File: src/rtl/mem_lane_pkg.sv
// Shared definitions for the MEM-stage byte-lane access unit:
// lane mask codes, FSM state encoding and mask normalisation.
package mem_lane_pkg;

  localparam logic [3:0] MASK_BYTE = 4'b0001;
  localparam logic [3:0] MASK_HALF = 4'b0011;
  localparam logic [3:0] MASK_WORD = 4'b1111;

  typedef enum logic [2:0] {
    ST_IDLE  = 3'd0,
    ST_READ  = 3'd1,
    ST_MERGE = 3'd2,
    ST_WRITE = 3'd3,
    ST_RESP  = 3'd4
  } state_e;

  // Any mask code other than byte or half is treated as a full word.
  function automatic logic [3:0] norm_mask(input logic [3:0] m);
    logic [3:0] r;
    case (m)
      MASK_BYTE: r = MASK_BYTE;
      MASK_HALF: r = MASK_HALF;
      default:   r = MASK_WORD;
    endcase
    return r;
  endfunction

endpackage

File: src/rtl/byte_lane_extract.sv
// Load-side lane extractor: moves the addressed byte/half down to bit 0
// and sign- or zero-extends it; full words pass straight through.
module byte_lane_extract
  import mem_lane_pkg::*;
(
  input  logic [31:0] i_rdata,
  input  logic [1:0]  i_offset,
  input  logic [3:0]  i_mask,
  input  logic        i_unsigned,
  output logic [31:0] o_data
);

  logic [31:0] w_shifted;

  // Shift the selected lane to bit 0, then extend according to size and signedness.
  always_comb begin
    w_shifted = i_rdata >> {i_offset, 3'b000};
    case (i_mask)
      MASK_BYTE: o_data = {{24{~i_unsigned & w_shifted[7]}}, w_shifted[7:0]};
      MASK_HALF: o_data = {{16{~i_unsigned & w_shifted[15]}}, w_shifted[15:0]};
      default:   o_data = i_rdata;
    endcase
  end

endmodule

File: src/rtl/mem_byte_lane_ctrl.sv
// MEM-stage data-memory access unit driving a word-wide synchronous RAM.
// Partial stores use read-modify-write; loads extract and extend the lane.
// Optional feature macro: MEM_MISALIGN_TRAP_EN (misaligned half/word
// accesses complete immediately with rsp_err=1 instead of being aligned).
module mem_byte_lane_ctrl
  import mem_lane_pkg::*;
#(
  parameter int MEM_AW = 10
) (
  input  logic              clk,
  input  logic              rst_n,
  input  logic              req_valid,
  output logic              req_ready,
  input  logic              req_write,
  input  logic [31:0]       req_addr,
  input  logic [31:0]       req_wdata,
  input  logic [3:0]        req_mask,
  input  logic              req_unsigned,
  output logic              rsp_valid,
  output logic [31:0]       rsp_rdata,
  output logic              rsp_err,
  output logic              mem_en,
  output logic              mem_we,
  output logic [MEM_AW-1:0] mem_addr,
  output logic [31:0]       mem_wdata,
  input  logic [31:0]       mem_rdata
);

  state_e r_state;
  state_e w_next;

  // Captured request
  logic        r_write;
  logic        r_unsigned;
  logic [1:0]  r_off;
  logic [3:0]  r_mask;
  logic [15:0] r_wdata;

  // Registered outputs
  logic              r_rsp_valid;
  logic [31:0]       r_rsp_rdata;
  logic              r_rsp_err;
  logic              r_mem_en;
  logic              r_mem_we;
  logic [MEM_AW-1:0] r_mem_addr;
  logic [31:0]       r_mem_wdata;

  // Next values for the registered outputs
  logic              w_rsp_valid_d;
  logic [31:0]       w_rsp_rdata_d;
  logic              w_rsp_err_d;
  logic              w_mem_en_d;
  logic              w_mem_we_d;
  logic [MEM_AW-1:0] w_mem_addr_d;
  logic [31:0]       w_mem_wdata_d;

  logic        w_accept;
  logic [3:0]  w_req_mask;
  logic [1:0]  w_req_off;
  logic        w_trap;
  logic [31:0] w_merged;
  logic [31:0] w_load_data;
  logic        w_unused_addr;

  assign w_accept      = req_valid & (r_state == ST_IDLE);
  assign w_req_mask    = norm_mask(req_mask);
  assign w_unused_addr = ^req_addr[31:MEM_AW+2];

  // Lane offset of the incoming request, forced to the access size's alignment.
  always_comb begin
    case (w_req_mask)
      MASK_BYTE: w_req_off = req_addr[1:0];
      MASK_HALF: w_req_off = {req_addr[1], 1'b0};
      default:   w_req_off = 2'b00;
    endcase
  end

`ifdef MEM_MISALIGN_TRAP_EN
  // Misaligned half/word requests are trapped rather than silently aligned.
  always_comb begin
    case (w_req_mask)
      MASK_HALF: w_trap = req_addr[0];
      MASK_WORD: w_trap = |req_addr[1:0];
      default:   w_trap = 1'b0;
    endcase
  end
`else
  assign w_trap = 1'b0;
`endif

  // FSM state register.
  always_ff @(posedge clk) begin
    if (!rst_n) begin
      r_state <= ST_IDLE;
    end else begin
      r_state <= w_next;
    end
  end

  // FSM next-state: loads and partial stores read first; word stores write directly.
  always_comb begin
    w_next = r_state;
    case (r_state)
      ST_IDLE: begin
        if (req_valid) begin
          if (w_trap) begin
            w_next = ST_RESP;
          end else if (req_write && (w_req_mask == MASK_WORD)) begin
            w_next = ST_WRITE;
          end else begin
            w_next = ST_READ;
          end
        end else begin
          w_next = ST_IDLE;
        end
      end
      ST_READ:  w_next = ST_MERGE;
      ST_MERGE: begin
        if (r_write) begin
          w_next = ST_WRITE;
        end else begin
          w_next = ST_RESP;
        end
      end
      ST_WRITE: w_next = ST_RESP;
      ST_RESP:  w_next = ST_IDLE;
      default:  w_next = ST_IDLE;
    endcase
  end

  // Capture the request at the accept edge; held until the access completes.
  always_ff @(posedge clk) begin
    if (!rst_n) begin
      r_write    <= 1'b0;
      r_unsigned <= 1'b0;
      r_off      <= 2'b00;
      r_mask     <= 4'b0000;
      r_wdata    <= 16'h0000;
    end else if (w_accept) begin
      r_write    <= req_write;
      r_unsigned <= req_unsigned;
      r_off      <= w_req_off;
      r_mask     <= w_req_mask;
      r_wdata    <= req_wdata[15:0];
    end
  end

  // Read-modify-write merge: replace only the addressed lane of the read word.
  always_comb begin
    w_merged = mem_rdata;
    case (r_mask)
      MASK_BYTE: w_merged[{r_off, 3'b000} +: 8]      = r_wdata[7:0];
      MASK_HALF: w_merged[{r_off[1], 4'b0000} +: 16] = r_wdata;
      default:   w_merged = mem_rdata;
    endcase
  end

  byte_lane_extract u_extract (
    .i_rdata    (mem_rdata),
    .i_offset   (r_off),
    .i_mask     (r_mask),
    .i_unsigned (r_unsigned),
    .o_data     (w_load_data)
  );

  // FSM outputs: next values of every registered output, derived from the transition.
  always_comb begin
    w_mem_en_d    = (w_next == ST_READ) || (w_next == ST_WRITE);
    w_mem_we_d    = (w_next == ST_WRITE);
    w_rsp_valid_d = (w_next == ST_RESP);
    w_rsp_err_d   = w_accept & w_trap;
    if ((r_state == ST_MERGE) && !r_write) begin
      w_rsp_rdata_d = w_load_data;
    end else begin
      w_rsp_rdata_d = 32'h0000_0000;
    end
    if (w_accept) begin
      w_mem_addr_d = req_addr[MEM_AW+1:2];
    end else begin
      w_mem_addr_d = r_mem_addr;
    end
    if (w_accept && req_write && !w_trap && (w_req_mask == MASK_WORD)) begin
      w_mem_wdata_d = req_wdata;
    end else if ((r_state == ST_MERGE) && r_write) begin
      w_mem_wdata_d = w_merged;
    end else begin
      w_mem_wdata_d = r_mem_wdata;
    end
  end

  // Output registers; reset abandons any in-flight access with the write strobe low.
  always_ff @(posedge clk) begin
    if (!rst_n) begin
      r_rsp_valid <= 1'b0;
      r_rsp_rdata <= 32'h0000_0000;
      r_rsp_err   <= 1'b0;
      r_mem_en    <= 1'b0;
      r_mem_we    <= 1'b0;
      r_mem_addr  <= {MEM_AW{1'b0}};
      r_mem_wdata <= 32'h0000_0000;
    end else begin
      r_rsp_valid <= w_rsp_valid_d;
      r_rsp_rdata <= w_rsp_rdata_d;
      r_rsp_err   <= w_rsp_err_d;
      r_mem_en    <= w_mem_en_d;
      r_mem_we    <= w_mem_we_d;
      r_mem_addr  <= w_mem_addr_d;
      r_mem_wdata <= w_mem_wdata_d;
    end
  end

  assign req_ready = (r_state == ST_IDLE);
  assign rsp_valid = r_rsp_valid;
  assign rsp_rdata = r_rsp_rdata;
  assign rsp_err   = r_rsp_err;
  assign mem_en    = r_mem_en;
  assign mem_we    = r_mem_we;
  assign mem_addr  = r_mem_addr;
  assign mem_wdata = r_mem_wdata;

endmodule

File: config.mk
export PLATFORM = sky130hd
export DESIGN_NAME = mem_byte_lane_ctrl
export DESIGN_NICKNAME = d
export VERILOG_FILES = /design/src/rtl/mem_lane_pkg.sv /design/src/rtl/byte_lane_extract.sv /design/src/rtl/mem_byte_lane_ctrl.sv
export SDC_FILE = /design/constraint.sdc
export NUM_CORES = 1
export LEC_CHECK = 0
export ABC_AREA = 1
export CAP_MARGIN = 20
export CORE_MARGIN = 2
export CORE_UTILIZATION = 40
export CTS_CLUSTER_SIZE = 14
export DETAILED_ROUTE_END_ITERATION = 10
export PLACE_DENSITY = 0.69
export SYNTH_ARGS = -nofsm -noshare
export SYNTH_HDL_FRONTEND = slang
export SYNTH_SLANG_ARGS = --single-unit
File: constraint.sdc
create_clock -name clk -period 4.5 [get_ports clk]
set_clock_uncertainty 0.2 [all_clocks]
set_input_delay 0.9 -clock clk [delete_from_list [all_inputs] [get_ports clk]]
set_output_delay 0.9 -clock clk [all_outputs]
set_load 0.01 [all_outputs]
Word level (Yosys, flattened, before mapping)
Index checks and enable logic that the tools add are counted.
{"block": "totals", "regBits": 104, "latchBits": 0, "ramBits": 0, "mem_bits_ro": 0, "input_bits": 105, "elab_cells": 58, "memories": 0}
{"block": "op_classes", "n_addsub": 2, "n_mul": 0, "div": 0, "n_lt_le_gt_ge": 0, "eq_ne": 13, "shifts": 5, "n_mux": 12, "bitwise": 4, "n_reduce_logical": 10}
{"op": "$pmux W32 S2", "count": 2}
{"op": "$bwmux W32", "count": 2}
{"op": "$mux W32", "count": 2}
{"op": "$shift A16 B7 Y32 const A", "count": 1}
{"op": "$shift A8 B7 Y32 const A", "count": 1}
{"op": "$shiftx A16 B7 Y32", "count": 1}
{"op": "$shiftx A8 B7 Y32", "count": 1}
{"op": "$shr A32 B5 Y16", "count": 1}
{"op": "$neg A5 Y7", "count": 2}
{"op": "$eq A4 B1 Y1 const B", "count": 3}
{"op": "$eq A4 B2 Y1 const B", "count": 3}
{"op": "$pmux W3 S4", "count": 1}
{"op": "$eq A3 B2 Y1 const B", "count": 3}
{"op": "$pmux W4 S2", "count": 1}
{"op": "$eq A3 B1 Y1 const B", "count": 2}
{"op": "$mux W3", "count": 2}
{"op": "$logic_and A1 B1 Y1", "count": 5}
{"op": "$eq A4 B4 Y1 const B", "count": 1}
{"op": "$pmux W2 S2", "count": 1}
{"op": "$and A1 B1 Y1", "count": 3}
{"op": "$eq A3 B3 Y1 const B", "count": 1}
{"op": "$logic_not A3 Y1", "count": 1}
{"op": "$mux W2", "count": 1}
{"op": "$reduce_and A2 Y1", "count": 1}
{"op": "other kinds (4)", "count": 4}

Logic depth before layout (Yosys ltp)
{"block": "depth", "word_depth": 9, "depth_mapped": 15, "mapped_depth_nobuf": 11}

Modules after synthesis
Synthesis repeated with hierarchy kept, for this count alone.
{"block": "hier_totals", "hier_cells": 1013, "area_unflattened_um2": 6167.2}
{"module": "mem_byte_lane_ctrl", "instances": 1, "cells_per_inst": 827, "area_per_inst_um2": 5265.0, "seq_area_each_um2": 2062.0}
{"module": "byte_lane_extract", "instances": 1, "cells_per_inst": 186, "area_per_inst_um2": 902.1, "seq_area_each_um2": 0.0}

Least setup slack after synthesis
No wires, ideal clock.
{"block": "synth_timing", "kind": "reg-to-reg", "start": "register r_off[1]", "end": "register r_mem_wdata[6] (netlist: mem_wdata[6])", "setup_ns": 0.113, "arrival_time_ns": 2.042, "required_ns": 4.187, "slack_ns": 2.145, "path_stages_with_launch": 14, "cell_sequence": "dfxtp_1 > buf_2 > inv_1 > buf_2 > buf_2 > ha_1 > clkbuf_1 > inv_1 > nand2_1 > o21ai_0 > o211ai_1 > nand3_1 > nor2_1 > nor2_1"}
{"block": "synth_between", "elab_chain_cells": 6, "elab_cells_between_ends": 11}
{"item": "start, declared", "line_no": "mem_byte_lane_ctrl.sv:35", "source": "logic [1:0] r_off;"}
{"item": "start signal, assigned", "line_no": "mem_byte_lane_ctrl.sv:142", "source": "r_off <= w_req_off;"}
{"item": "$neg A5 Y7, on equally long branches", "line_no": "mem_byte_lane_ctrl.sv:153, mem_byte_lane_ctrl.sv:152"}
{"item": "$shiftx A16 B7 Y32, or another cell as far along", "line_no": "mem_byte_lane_ctrl.sv:153", "source": "MASK_HALF: w_merged[{r_off[1], 4'b0000} +: 16] = r_wdata;"}
{"item": "$bwmux W32, on equally long branches", "line_no": "mem_byte_lane_ctrl.sv:153, mem_byte_lane_ctrl.sv:152"}
{"item": "$pmux W32 S2 (*)", "line_no": "mem_byte_lane_ctrl.sv:151", "source": "case (r_mask)"}
{"item": "$mux W32 (*)", "line_no": "mem_byte_lane_ctrl.sv:184", "source": "end else if ((r_state == ST_MERGE) && r_write) begin"}
{"item": "$mux W32 (*)", "line_no": "mem_byte_lane_ctrl.sv:182", "source": "if (w_accept && req_write && !w_trap && (w_req_mask == MASK_WORD)) begin"}
{"item": "end signal, assigned", "line_no": "mem_byte_lane_ctrl.sv:208", "source": "r_mem_wdata <= w_mem_wdata_d;"}
{"item": "end, declared", "line_no": "mem_byte_lane_ctrl.sv:46", "source": "logic [31:0] r_mem_wdata;"}
Mark *: on every way between the ends. The rest lies on a longest branch, timed or not. The select of a mux whose other input is x is not followed.
A chain may end at the register's enable or synchronous reset.

Final worst setup path
{"block": "layout_timing", "start": "input req_valid", "end": "register r_mem_wdata[13] (netlist: mem_wdata[13])"}
{"block": "layout_between", "elab_chain_cells": 4, "elab_cells_between_ends": 5}
{"item": "start, declared", "line_no": "mem_byte_lane_ctrl.sv:12", "source": "input logic req_valid,"}
{"item": "$and A1 B1 Y1 (*)", "line_no": "mem_byte_lane_ctrl.sv:65", "source": "assign w_accept = req_valid & (r_state == ST_IDLE);"}
{"item": "$logic_and A1 B1 Y1 (*) (2 in a row)", "line_no": "mem_byte_lane_ctrl.sv:182"}
{"item": "$mux W32 or $reduce_bool A2 Y1 (tied branches)"}
Mark *: on every way between the ends. The rest lies on a longest branch, timed or not.

==> flow_results.xml <==
<?xml version="1.0" encoding="UTF-8"?>
<metrics>
  <group name="worst_setup_path">
    <metric name="critical_path.reg2reg.startpoint" unit="">r_mask[0]$_SDFFE_PN0P_</metric>
    <metric name="slowest_stage" unit="">sky130_fd_sc_hd__nand3_2</metric>
    <metric name="r2r.worst_path.cells" unit="">8</metric>
    <metric name="worst_setup_path_endpoint" unit="">mem_wdata[13]$_SDFFE_PN0P_</metric>
    <metric name="startpoint" unit="">req_valid</metric>
    <metric name="critPathLaunchType" unit="">input pin</metric>
    <metric name="timing.critical_path.arrival" unit="ns">3.07</metric>
    <metric name="path_max_fanout" unit="">32</metric>
    <metric name="critical_path_data_required_time" unit="ns">4.60</metric>
    <metric name="worst_setup_path_end_kind" unit="">register</metric>
    <metric name="critical-path-top-cell-by-count" unit="">sky130_fd_sc_hd__nand3_2</metric>
    <metric name="setup.worst_path.class" unit="">input pin to register</metric>
    <metric name="critical_path.reg2reg.endpoint" unit="">rsp_rdata[31]$_SDFF_PN0_</metric>
    <metric name="r2r_setup_slack" unit="ns">1.71</metric>
    <metric name="crit_path_max_incr_delay" unit="ns">0.63</metric>
    <metric name="cp_cell_sequence" unit="">clkdlybuf4s50_1 -&gt; nand3_2 -&gt; inv_1 -&gt; nand3_2 -&gt; nand3_1 -&gt; nand2_1 -&gt; a21oi_1</metric>
  </group>
  <group name="sta">
    <metric name="grt_setup_unrepaired" unit="">no</metric>
    <metric name="setup_tns" unit="ns">0</metric>
    <metric name="slew-limit-headroom" unit="%">46.73</metric>
    <metric name="hold_slack" unit="ns">0.2653</metric>
    <metric name="worstMarginPinSlew" unit="ns">0.7972</metric>
    <metric name="layout_min_cycle_time" unit="ns">2.972</metric>
    <metric name="setup_violations" unit="">0</metric>
    <metric name="timing.final.crit_share" unit="%">66.04</metric>
    <metric name="fmaxAchievable" unit="MHz">336.5</metric>
    <metric name="pins_over_their_slew_limit" unit="">0</metric>
    <metric name="finalHoldViolations" unit="">0</metric>
  </group>
  <group name="layout">
    <metric name="drive_above_1_share" unit="%">4.054</metric>
    <metric name="ff_latch_area" unit="um2">2062</metric>
    <metric name="multi_input_comb_area" unit="um2">3271</metric>
    <metric name="num_antenna_cells" unit="">0</metric>
    <metric name="fill_cells" unit="">1502</metric>
    <metric name="final_net_count" unit="">1216</metric>
    <metric name="final_design_area_no_fill" unit="um2">7970</metric>
    <metric name="area_growth_syn_to_layout" unit="%">32.10</metric>
  </group>
  <group name="global_routing">
    <metric name="top_usage_layer" unit="">met2</metric>
    <metric name="globalRouteMet2Util" unit="%">39.44</metric>
    <metric name="grt_use_met1" unit="%">34.27</metric>
    <metric name="grt_overflow" unit="">0</metric>
    <metric name="grt_antenna_before_repair" unit="">0</metric>
    <metric name="globalRouteMet3Util" unit="%">3.543</metric>
    <metric name="grt_use_total" unit="%">24.86</metric>
    <metric name="first_global_vias" unit="">6081</metric>
    <metric name="wire_length_of_the_first_global_routing_pass" unit="mm">31.86</metric>
    <metric name="grt_start_max_net_pins" unit="">56</metric>
  </group>
  <group name="die">
    <metric name="die_width" unit="um">126.8</metric>
    <metric name="floorplan.io_pins" unit="">184</metric>
    <metric name="start_util" unit="%">41.20</metric>
    <metric name="num_rows" unit="">44</metric>
    <metric name="design.die.area" unit="um2">16080</metric>
    <metric name="core-area" unit="um2">14640</metric>
    <metric name="die_height" unit="um">126.8</metric>
  </group>
  <group name="yosys">
    <metric name="synth_top_area_share" unit="%">34.18</metric>
    <metric name="post_synth_main_area_contributors" unit="">sky130_fd_sc_hd__dfxtp_1 (34%), sky130_fd_sc_hd__nand2_1 (14%), sky130_fd_sc_hd__nor2_1 (9.8%)</metric>
    <metric name="synth_area_leader_cell" unit="">sky130_fd_sc_hd__dfxtp_1</metric>
    <metric name="yosys_register_bits" unit="">103</metric>
    <metric name="synth_area" unit="um2">6033</metric>
    <metric name="ys_seq_area_share" unit="%">34.18</metric>
    <metric name="synthCells" unit="">983</metric>
    <metric name="syn_area_per_cell" unit="um2">6.138</metric>
    <metric name="synth_warnings" unit="">0</metric>
    <metric name="netlist-cell-type-count" unit="">34</metric>
    <metric name="syn-num-nets" unit="">1093</metric>
  </group>
  <group name="hold_path">
    <metric name="hold-path-cell-count" unit="">2</metric>
    <metric name="hold_sp" unit="">mem_wdata[14]$_SDFFE_PN0P_</metric>
    <metric name="holdCritPathClass" unit="">register to register</metric>
  </group>
  <group name="clock_tree">
    <metric name="clkSinkCount" unit="">103</metric>
    <metric name="clk_pin_slew" unit="ns">0.07</metric>
    <metric name="h_tree_lvl_count" unit="">3</metric>
    <metric name="cts_tree" unit="">yes</metric>
    <metric name="post_cts_sizing_count" unit="">0</metric>
    <metric name="post-cts-setup-buffer-count" unit="">0</metric>
    <metric name="post_cts_hold_buffer_count" unit="">0</metric>
    <metric name="cts-buffers-inserted" unit="">9</metric>
    <metric name="clockRootBuffer" unit="">sky130_fd_sc_hd__clkbuf_16</metric>
    <metric name="clock_path_buffers" unit="">2</metric>
    <metric name="clk-insertion-delay-late" unit="ns">0.36</metric>
  </group>
  <group name="routing">
    <metric name="first_pass_iters" unit="">7</metric>
    <metric name="route.vias.total" unit="">6612</metric>
    <metric name="finalWirelength" unit="mm">19.95</metric>
    <metric name="drc" unit="">0</metric>
    <metric name="routed_via_density" unit="">5.110</metric>
    <metric name="drtIter0Drc" unit="">563</metric>
    <metric name="drt.antenna.violating_nets" unit="">0</metric>
    <metric name="per_cell_routed_wire_length" unit="um">15.42</metric>
  </group>
  <group name="pwr">
    <metric name="reported_leakage_power" unit="nW">3.530</metric>
    <metric name="power_density" unit="nW/um2">311.5</metric>
    <metric name="peakVddDrop" unit="mV">0.1794</metric>
  </group>
  <group name="job">
    <metric name="cap_viol_max_count" unit="">0</metric>
  </group>
  <group name="place">
    <metric name="place.detailed.hpwl" unit="mm">14.73</metric>
    <metric name="dpl-instance-area" unit="um2">7681</metric>
    <metric name="final_estimated_routing_congestion_in_global_placement" unit="">0.9462</metric>
    <metric name="place.port_buffers" unit="">162</metric>
  </group>
  <group name="outcome">
    <metric name="status" unit="">finished clean</metric>
  </group>
</metrics>
[worst min path at each step]
stage                                      end  slack, ns
floorplan             r_wdata[10]$_SDFFE_PN0P_       0.24
finish              mem_wdata[14]$_SDFFE_PN0P_       0.27
CTS                 mem_wdata[14]$_SDFFE_PN0P_       0.27
detailed placement  mem_wdata[14]$_SDFFE_PN0P_       0.25
global placement      mem_addr[6]$_SDFFE_PN0P_       0.25
global route        mem_wdata[14]$_SDFFE_PN0P_       0.28
[state kept, by name, indices dropped and copies added, names as in the netlist]
signal and flops:
mem_en 1, mem_addr 10, r_off 2, r_unsigned 1, r_state 3, r_write 1, rsp_valid 1, r_mask 3
rsp_rdata 32, mem_wdata 32, mem_we 1, r_wdata 16
[placed cells by master (no fill, tap or decap), types with 11 or more instances in the layout]
cell type                         instances
sky130_fd_sc_hd__o211ai_1                18
sky130_fd_sc_hd__o21ai_0                103
sky130_fd_sc_hd__buf_4                   11
sky130_fd_sc_hd__o21ai_1                 18
sky130_fd_sc_hd__a21oi_1                 89
sky130_fd_sc_hd__clkdlybuf4s50_1        162
sky130_fd_sc_hd__nor2_1                 157
sky130_fd_sc_hd__nand3_1                 41
sky130_fd_sc_hd__dfxtp_1                103
sky130_fd_sc_hd__nor3_1                  16
sky130_fd_sc_hd__nand2_1                232
sky130_fd_sc_hd__inv_1                  105
[metal layers]
layer | wire, um | vias up
met4 | 478 | 0
met5 | 0 | -
met3 | 1259 | 33
met1 | 9310 | 2954
met2 | 8903 | 246
li1 | - | 3379
[layout make-up]
type	count	area share [%]
Clock buffer	10	2.873
Sequential cell	103	25.87
Inverter	110	5.196
Multi-Input combinational cell	709	41.04
Clock inverter	5	0.7535
Tap cell	184	2.889
Timing Repair Buffer	173	21.38
[report_power, final]
| group | leakage, nW | switching [W] | internal (W) |
|---|---|---|---|
| Sequential | 0.842 | 0.0000431 | 0.000977 |
| Clock | 0.139 | 0.000351 | 0.000429 |
| Combinational | 2.55 | 0.000408 | 0.000275 |
| Total | 3.53 | 0.000802 | 0.00168 |
[per-stage QoR]
step	instances	utilization [%]	setup WS, ns	total power, W
after floorplan	983	-	2.145	0.001430
after global placement	1279	52.45	1.155	0.001707
after detailed placement	1279	52.45	1.094	0.001712
after CTS	1294	54.43	1.473	0.002491
after global routing	1294	54.43	1.294	0.002617
final	1294	54.43	1.528	0.002483
[cell families (layout without fill, tap and decap cells)]
logic type               count (synthesis)  after routing  share of synthesized area, %
AO/OA/AOI/OAI                          233            233                         20.28
AND/OR/NAND/NOR                        470            470                         32.70
buffers and inverters                  171            298                         11.74
flip-flops                             103            103                         34.18
other                                    1              1                       0.06216
adder cells (fa/ha/maj)                  5              5                         1.037
[worst max-delay path, delay by kind of cell]
family          cells  cell delay [ns]
simple gates        4             1.20
buf+inv             2             0.85
compound gates      1             0.11
[synth_stat cells (all sizes together)]
master	number
clkinv	1
a22oi	1
inv	109
o211ai	18
nor2	163
o31ai	2
nor4	2
nand3	44
nand4	1
buf	33
a21oi	89
conb	1
clkbuf	28
nand3b	7
o21ai	121
dfxtp	103
nand2	235
ha	5
a211oi	2
nor3	18
(Power assumes the default switching activity.)
